==> src/rtl/mem_port_sequencer.sv <==
// Shares one memory port between instruction fetch and load/store, inserting
// read-latency wait states and returning data with a one-cycle completion pulse.
module mem_port_sequencer #(
  parameter int ADDR_W   = 32,
  parameter int DATA_W   = 32,
  parameter int READ_LAT = 2
) (
  input  logic              clock,
  input  logic              reset,
  input  logic              fetch_req,
  input  logic [ADDR_W-1:0] fetch_addr,
  output logic              fetch_gnt,
  output logic              fetch_valid,
  output logic [DATA_W-1:0] fetch_data,
  input  logic              data_req,
  input  logic              data_we,
  input  logic [ADDR_W-1:0] data_addr,
  input  logic [DATA_W-1:0] data_wdata,
  output logic              data_gnt,
  output logic              data_valid,
  output logic [DATA_W-1:0] data_rdata,
  output logic [ADDR_W-1:0] mem_addr,
  output logic [DATA_W-1:0] mem_wdata,
  output logic              mem_wr,
  input  logic [DATA_W-1:0] mem_rdata,
  output logic              busy
);

  typedef enum logic [1:0] {IDLE, ISSUE, WAIT, RESP} state_t;

  localparam logic [2:0] WAIT_INIT = 3'(READ_LAT - 1);

  state_t     state;
  logic       owner_data;
  logic       last_data;
  logic       we_q;
  logic [2:0] cnt;
  logic       idle;

  assign idle = (state == IDLE);
  assign busy = !idle;

  // Round-robin on a tie: the requester that did not own the port last wins.
  assign fetch_gnt = reset && idle && fetch_req && (!data_req || last_data);
  assign data_gnt  = reset && idle && data_req && (!fetch_req || !last_data);

  always_ff @(posedge clock) begin
    if (!reset) begin
      state       <= IDLE;
      last_data   <= 1'b1;
      owner_data  <= 1'b0;
      we_q        <= 1'b0;
      cnt         <= '0;
      mem_addr    <= '0;
      mem_wdata   <= '0;
      mem_wr      <= 1'b0;
      fetch_data  <= '0;
      data_rdata  <= '0;
      fetch_valid <= 1'b0;
      data_valid  <= 1'b0;
    end else begin
      mem_wr      <= 1'b0;
      fetch_valid <= 1'b0;
      data_valid  <= 1'b0;
      case (state)
        IDLE: begin
          if (fetch_gnt || data_gnt) begin
            state      <= ISSUE;
            owner_data <= data_gnt;
            last_data  <= data_gnt;
            we_q       <= data_gnt && data_we;
            mem_wr     <= data_gnt && data_we;
            if (data_gnt) begin
              mem_addr  <= data_addr;
              mem_wdata <= data_wdata;
            end else begin
              mem_addr  <= fetch_addr;
            end
          end
        end
        ISSUE: begin
          cnt <= WAIT_INIT;
          if (we_q) begin
            state      <= RESP;
            data_valid <= 1'b1;
          end else begin
            state <= WAIT;
          end
        end
        WAIT: begin
          // Last wait cycle: memory data is valid now, so capture it and respond.
          if (cnt == 3'd0) begin
            state <= RESP;
            if (owner_data) begin
              data_rdata <= mem_rdata;
              data_valid <= 1'b1;
            end else begin
              fetch_data  <= mem_rdata;
              fetch_valid <= 1'b1;
            end
          end else begin
            cnt <= cnt - 3'd1;
          end
        end
        RESP: state <= IDLE;
        default: state <= IDLE;
      endcase
    end
  end

endmodule

==> config.mk <==
export PLATFORM = sky130hd
export DESIGN_NAME = mem_port_sequencer
export DESIGN_NICKNAME = d
export VERILOG_FILES = /design/src/rtl/mem_port_sequencer.sv
export SDC_FILE = /design/constraint.sdc
export NUM_CORES = 1
export LEC_CHECK = 0
export CAP_MARGIN = 20
export CORE_ASPECT_RATIO = 1.4
export CORE_UTILIZATION = 41
export DETAILED_ROUTE_END_ITERATION = 10
export GPL_TIMING_DRIVEN = 0
export PLACE_DENSITY = 0.88
export SLEW_MARGIN = 15
export SYNTH_ARGS = -nofsm -noshare
export SYNTH_HDL_FRONTEND = slang
export SYNTH_SLANG_ARGS = --single-unit
==> constraint.sdc <==
create_clock -name clock -period 1.69 [get_ports clock]
set_input_delay 0.338 -clock clock [delete_from_list [all_inputs] [get_ports clock]]
set_output_delay 0.338 -clock clock [all_outputs]
set_load 0.01 [all_outputs]
======== Word level (Yosys, flattened, before mapping) ========
Cells that the tools add are included.
word-level totals
  output and inout port bits .............. 134
  logic and storage cells ................. 56
  bits in latches ......................... 0
  register bits ........................... 139
  bits in read-only memories .............. 0
  RAM bits ................................ 0
  memories ................................ 0
operators by class
  equal/unequal tests ..................... 6
  bitwise operators ....................... 1
  multiply operators ...................... 0
  div/mod/pow operators ................... 0
  shift operators ......................... 0
  $add $sub $neg .......................... 1
  mux-type cells .......................... 12
  reductions and logical operators ........ 24
  $lt $le $gt $ge ......................... 0
operator list
  operator                                              count
  2-to-1 mux 32 bit                                     1
  AND reduction 3 bit                                   5
  case mux 2 bit (4 select lines)                       1
  logical AND 1 bit                                     6
  case mux 3 bit (2 select lines)                       1
  AND reduction 2 bit                                   3
  2-to-1 mux 1 bit                                      5
  equality test 2 bit (second input constant)           2
  logical NOT 1 bit                                     4
  2-to-1 mux 2 bit                                      2
  != test 2 bit (second input constant)                 2
  logical NOT 3 bit                                     1
  logical OR 1 bit                                      3
  2-to-1 mux 3 bit                                      1
  subtractor 3 x 1 -> 3 bit (second input constant)     1
  equality test 2 x 1 -> 1 bit (second input constant)  1
  logical NOT 2 bit                                     1
  != test 2 x 1 -> 1 bit (second input constant)        1
  case mux 1 bit (2 select lines)                       1
  nonzero test 2 bit                                    1
  NOT 1 bit                                             1

======== Longest topological paths before layout ========
  word-level depth ........................ 7
  gate-level depth with buffers ........... 8
  gate-level depth less buffers ........... 6

======== Worst setup path before layout ========
OpenSTA, ideal clock, no wires.
  kind .................................... register to register
  start ................................... register state[0]
  end ..................................... register mem_addr[1]
  stages on the path, launching flop included .. 9
  buffers on the path ..................... 3
  setup slack ............................. 0.146 ns
  arrival ................................. 1.422 ns
  setup time .............................. 0.122 ns
  cells stage by stage .................... dfxtp_1 -> inv_1 -> ha_1 -> buf_4 -> and2_1 -> clkbuf_2 -> buf_4 -> a41oi_1 -> a21oi_1
on the way
  longest elaborated chain between the ends .. 6
RTL lines
  item                                                       RTL line  RTL
  from (decl)                                                33        state_t state;
  from (signal assigned)                                     49        state <= IDLE;
  from (signal assigned)                                     68        state <= ISSUE;
  from (signal assigned)                                     84        state <= RESP;
  logical NOT 2 bit *                                        40, 65
  logical AND 1 bit                                          44, 45
  logical AND 1 bit, on equally long branches (2 in series)  44, 45
  logical OR 1 bit                                           67        if (fetch_gnt || data_gnt) begin
  AND reduction 2 bit (no line)                              n/a
  to (signal assigned)                                       74        mem_addr <= data_addr;
  to (signal assigned)                                       77        mem_addr <= fetch_addr;
  to (decl)                                                  22        output logic [ADDR_W-1:0] mem_addr,
Every way passes the cells marked *; elsewhere a longest branch is shown, timed or not.
A chain may end at the register's enable or synchronous reset.

======== Final worst setup path ========
  start ................................... register state[1]
  end ..................................... output port fetch_gnt
on the way
  longest elaborated chain between the ends .. 4
RTL lines
  item                             RTL line  RTL
  logical NOT 2 bit                40        assign idle = (state == IDLE);
  logical AND 1 bit (3 in series)  44        assign fetch_gnt = reset && idle && fetch_req && (!data_req || last_data);
  to (decl)                        12        output logic fetch_gnt,
No other way between the ends.

==> results by group <==
Run status
  – Status: finished with violations
  – Failing checks: negative setup slack

Timing
  – RSZ-0062 raised after global routing: yes
  – Final hold violation count: 0
  – Setup WS post-layout: -60.1 ps
  – Fin crit share: 1.04
  – Clock skew: 7.40 ps
  – Hold WS: around 370 ps
  – Final Setup Violations: 1
  – Max Slew Vio Count: 0
  – Fmax achieved: 0.571 GHz
  – Worst-Margin Slew: 600 ps
  – Period minus WS final: 1750 ps
  – Rel. slew slack: 0.599
  – Setup TNS: -60.1 ps

Drt
  – Vias per std cell: 5.11
  – First-pass iteration count of the detailed router: 5
  – Routed vias: 5934
  – WL final: 18.1 mm
  – Initial drt markers: between 200 and 300
  – Post-route antenna net violation count: 0
  – Drt wl/cell: around 16 microns
  – DRC viols: 0

Setup path
  – Crit path largest cell delay: 330 ps
  – Critical R2R Launch: state[1]$_SDFFE_PN0P_
  – CP required: 1350 ps
  – Setup slack, reg-to-reg: 20 ps
  – CP max-delay cell: dfxtp_2
  – Worst r2r path cells: 6
  – Critical path class: flop to output pin
  – Critical path capture point type: output pin
  – Crit Path Max Fanout: 4
  – Endpoint arrival time on the critical path: 1410 ps
  – Critical register-to-register path endpoint: state[0]$_SDFFE_PN0P_
  – Worst setup SP type: flop
  – Worst-path cell chain: inv_2 -> ha_4 -> nand2_4 -> nor3_4 -> buf_6
  – Worst Path Buf+Inv: 2
  – Worst path top cell family by delay: flip-flops

Clock tree
  – CTS root buffer: clkbuf_16
  – Clock sink count: 139
  – CTS hold repair buffers: 0
  – Clock Path Buffers: 2
  – Skew-Pair Late Insertion Delay: between 400 and 500 ps
  – Worst-path clk slew: 60 ps
  – CTS tree: yes
  – CTS H-tree depth: 4
  – Cts bufs inserted: 17

Placement
  – Gpl congestion: 0.831
  – Placement Cell Area: 8470 sq um
  – Post-DP HPWL: between 10 and 15 mm
  – IO Port Bufs: 265

Floorplanning
  – Num rows: 50
  – Die area: 14100 sq um
  – Die X: 101 microns
  – Core ar.: between 10000 and 15000 sq um
  – Initial Utilization: 0.420
  – IO Count: 267
  – Die H: 140 microns

GRT
  – Vias in the first global route: 5817
  – GR Layer Usage met1: 0.273
  – GR peak layer: met2
  – First-pass GRT wire length: 28.2 mm
  – Largest net degree at the start of global routing: 17
  – Antenna violations before repair: 0
  – Total Routing Usage GR: 0.254
  – Met2 GRT Util: 0.456
  – Total grt overflow: 0
  – Grt met3 use: 0.0644

Cells and area
  – Area growth, synth to finish: 67.8%
  – # diodes: 0
  – Share of layout cells above drive strength 1: 0.110
  – Area of the multi-input gates: between 2000 and 2500 sq um
  – FF/Latch Area: 2790 sq um
  – Fill count: about 1000
  – Finished Cell Area: about 9400 sq um
  – Net count, final: 1106

Power and ir drop
  – Pwr/cell area: 1320 nW/um^2
  – Worst-case vdd ir drop: ~0.00074 V
  – Seq pwr share: 0.332
  – Leakage power: 3.71 nW
  – Clk pwr share: 0.329
  – Sw Pwr: 3.87 mW
  – Switching share of total power: 0.312
  – Combinational share of power: 0.339
  – Internal Power: 8.55 mW

Yosys
  – Synth Instances: approximately 670
  – Yosys top cell area share: 0.498
  – Top FF cell, synth: dfxtp_1
  – Synthesis warning total: 0
  – Mean Syn Cell Area: 8.36 sq um
  – Most common cell in the synthesized netlist: nand2_1
  – Largest cells by area after synthesis: dfxtp_1 50%, nand2_1 11%, a21oi_1 8.9%
  – Sequential-to-total area share from yosys stat: 0.498
  – Number of synthesized flops with an enable pin: 0
  – Async set or reset register ratio after synthesis: 0
  – Count of cell types in the netlist: 35
  – Post-synth top area cell: dfxtp_1
  – Top cells by count, synth: 164 x nand2_1, 139 x dfxtp_1, 100 x a21oi_1, 68 x o21ai_0, 38 x inv_1
  – Post-synthesis net count: ~810
  – Synth Cell Area: 5590 sq um
  – Yosys reg bits: 139

Run
  – Max-cap violation count: 0

Hold path
  – Hold endpoint: mem_addr[31]$_SDFFE_PN0P_
  – Hold WC Path Type: input pin to flop
  – Min-delay src: data_req
  – Hold Path Depth: 3
[state kept, by name (all words and copies together), names as in the netlist]
name	cells
cnt	3
owner_data	1
data_rdata	32
mem_wr	1
mem_wdata	32
fetch_valid	1
we_q	1
state	2
fetch_data	32
last_data	1
data_valid	1
mem_addr	32
[through the flow]
step | worst slack, ps | total power [mW] | instances | utilization
after floorplan | 146 | 6.11 | 669 | -
after global placement | -930 | 7.88 | 1116 | 0.636
after detailed placement | -966 | 7.97 | 1116 | 0.636
after CTS | -118 | 12.3 | 1156 | 0.695
after global routing | -120 | 13.0 | 1162 | 0.704
final | -60.1 | 12.4 | 1162 | 0.704
[cell type report]
class	count	share of cell area
plain buffers	52	0.0343
clock buffers	18	0.0468
clock inverters	14	0.0224
inverters	39	0.0159
multi-input cells	434	0.259
flip-flops and latches	139	0.297
well taps	182	0.0243
repair buffers	284	0.300
[cells in the final DEF (no fill, tap or decap), types with 3 or more instances in the layout]
master and n:
clkdlybuf4s50_1 249, nand2_1 163, dfxtp_1 137, a21oi_1 99, o21ai_0 65, inv_1 36
mux2i_1 32, a41oi_1 31, buf_4 24, clkbuf_1 17, clkbuf_16 17, buf_6 12
dlymetal6s2s_1 12, buf_2 10, clkbuf_2 9, nor2_1 4, bufinv_16 4, o21ai_1 3
ha_1 3, clkinv_4 3, inv_6 3
[cell families (layout without fill, tap and decap cells)]
family	count (synthesis)	count (layout)	synth area share
compound gates	209	209	0.215
simple gates	187	187	0.140
buf+inv	96	407	0.0774
mux	32	32	0.0573
flops	139	139	0.498
fa+ha+maj	6	6	0.0134
[timing repair]
item,in CTS,in global routing
pin swaps,4,4
gates resized for setup,46,45
buffers inserted,10,8
gates cloned,0,1
endpoints found under the hold margin,0,0
setup endpoints to repair,93,108
[layer usage]
layer	share of wire	up-vias
met5	0	-
li1	-	2875
met1	0.37	2740
met4	0.036	0
met3	0.067	47
met2	0.53	272
[worst max-delay path by stage]
stage	to	slack (ps)	cells after the start	from
6_report	fetch_gnt	-60	5	state[1]$_SDFFE_PN0P_
5_1_grt	fetch_gnt	-120	5	state[1]$_SDFFE_PN0P_
4_1_cts	data_gnt	-120	7	state[1]$_SDFFE_PN0P_
3_5_place_dp	fetch_gnt	-970	6	reset
3_3_place_gp	fetch_gnt	-930	6	reset
2_1_floorplan	mem_addr[1]$_SDFFE_PN0P_	150	8	state[0]$_SDFFE_PN0P_
[power by group through the flow]
stage | Sequential (mW) | Combinational (mW) | Clock, mW
global placement | 4.16 | 3.72 | 0
floorplan | 4.39 | 1.72 | 0
detailed placement | 4.18 | 3.79 | 0
CTS | 4.12 | 4.04 | 4.14
global route | 4.18 | 4.56 | 4.28
finish | 4.12 | 4.21 | 4.09
[tightest hold or removal path, stage by stage]
cell and delay, ps:
buf_4 160, a41oi_1 160, a21oi_1 70
Power figures use the tool's default switching activity.
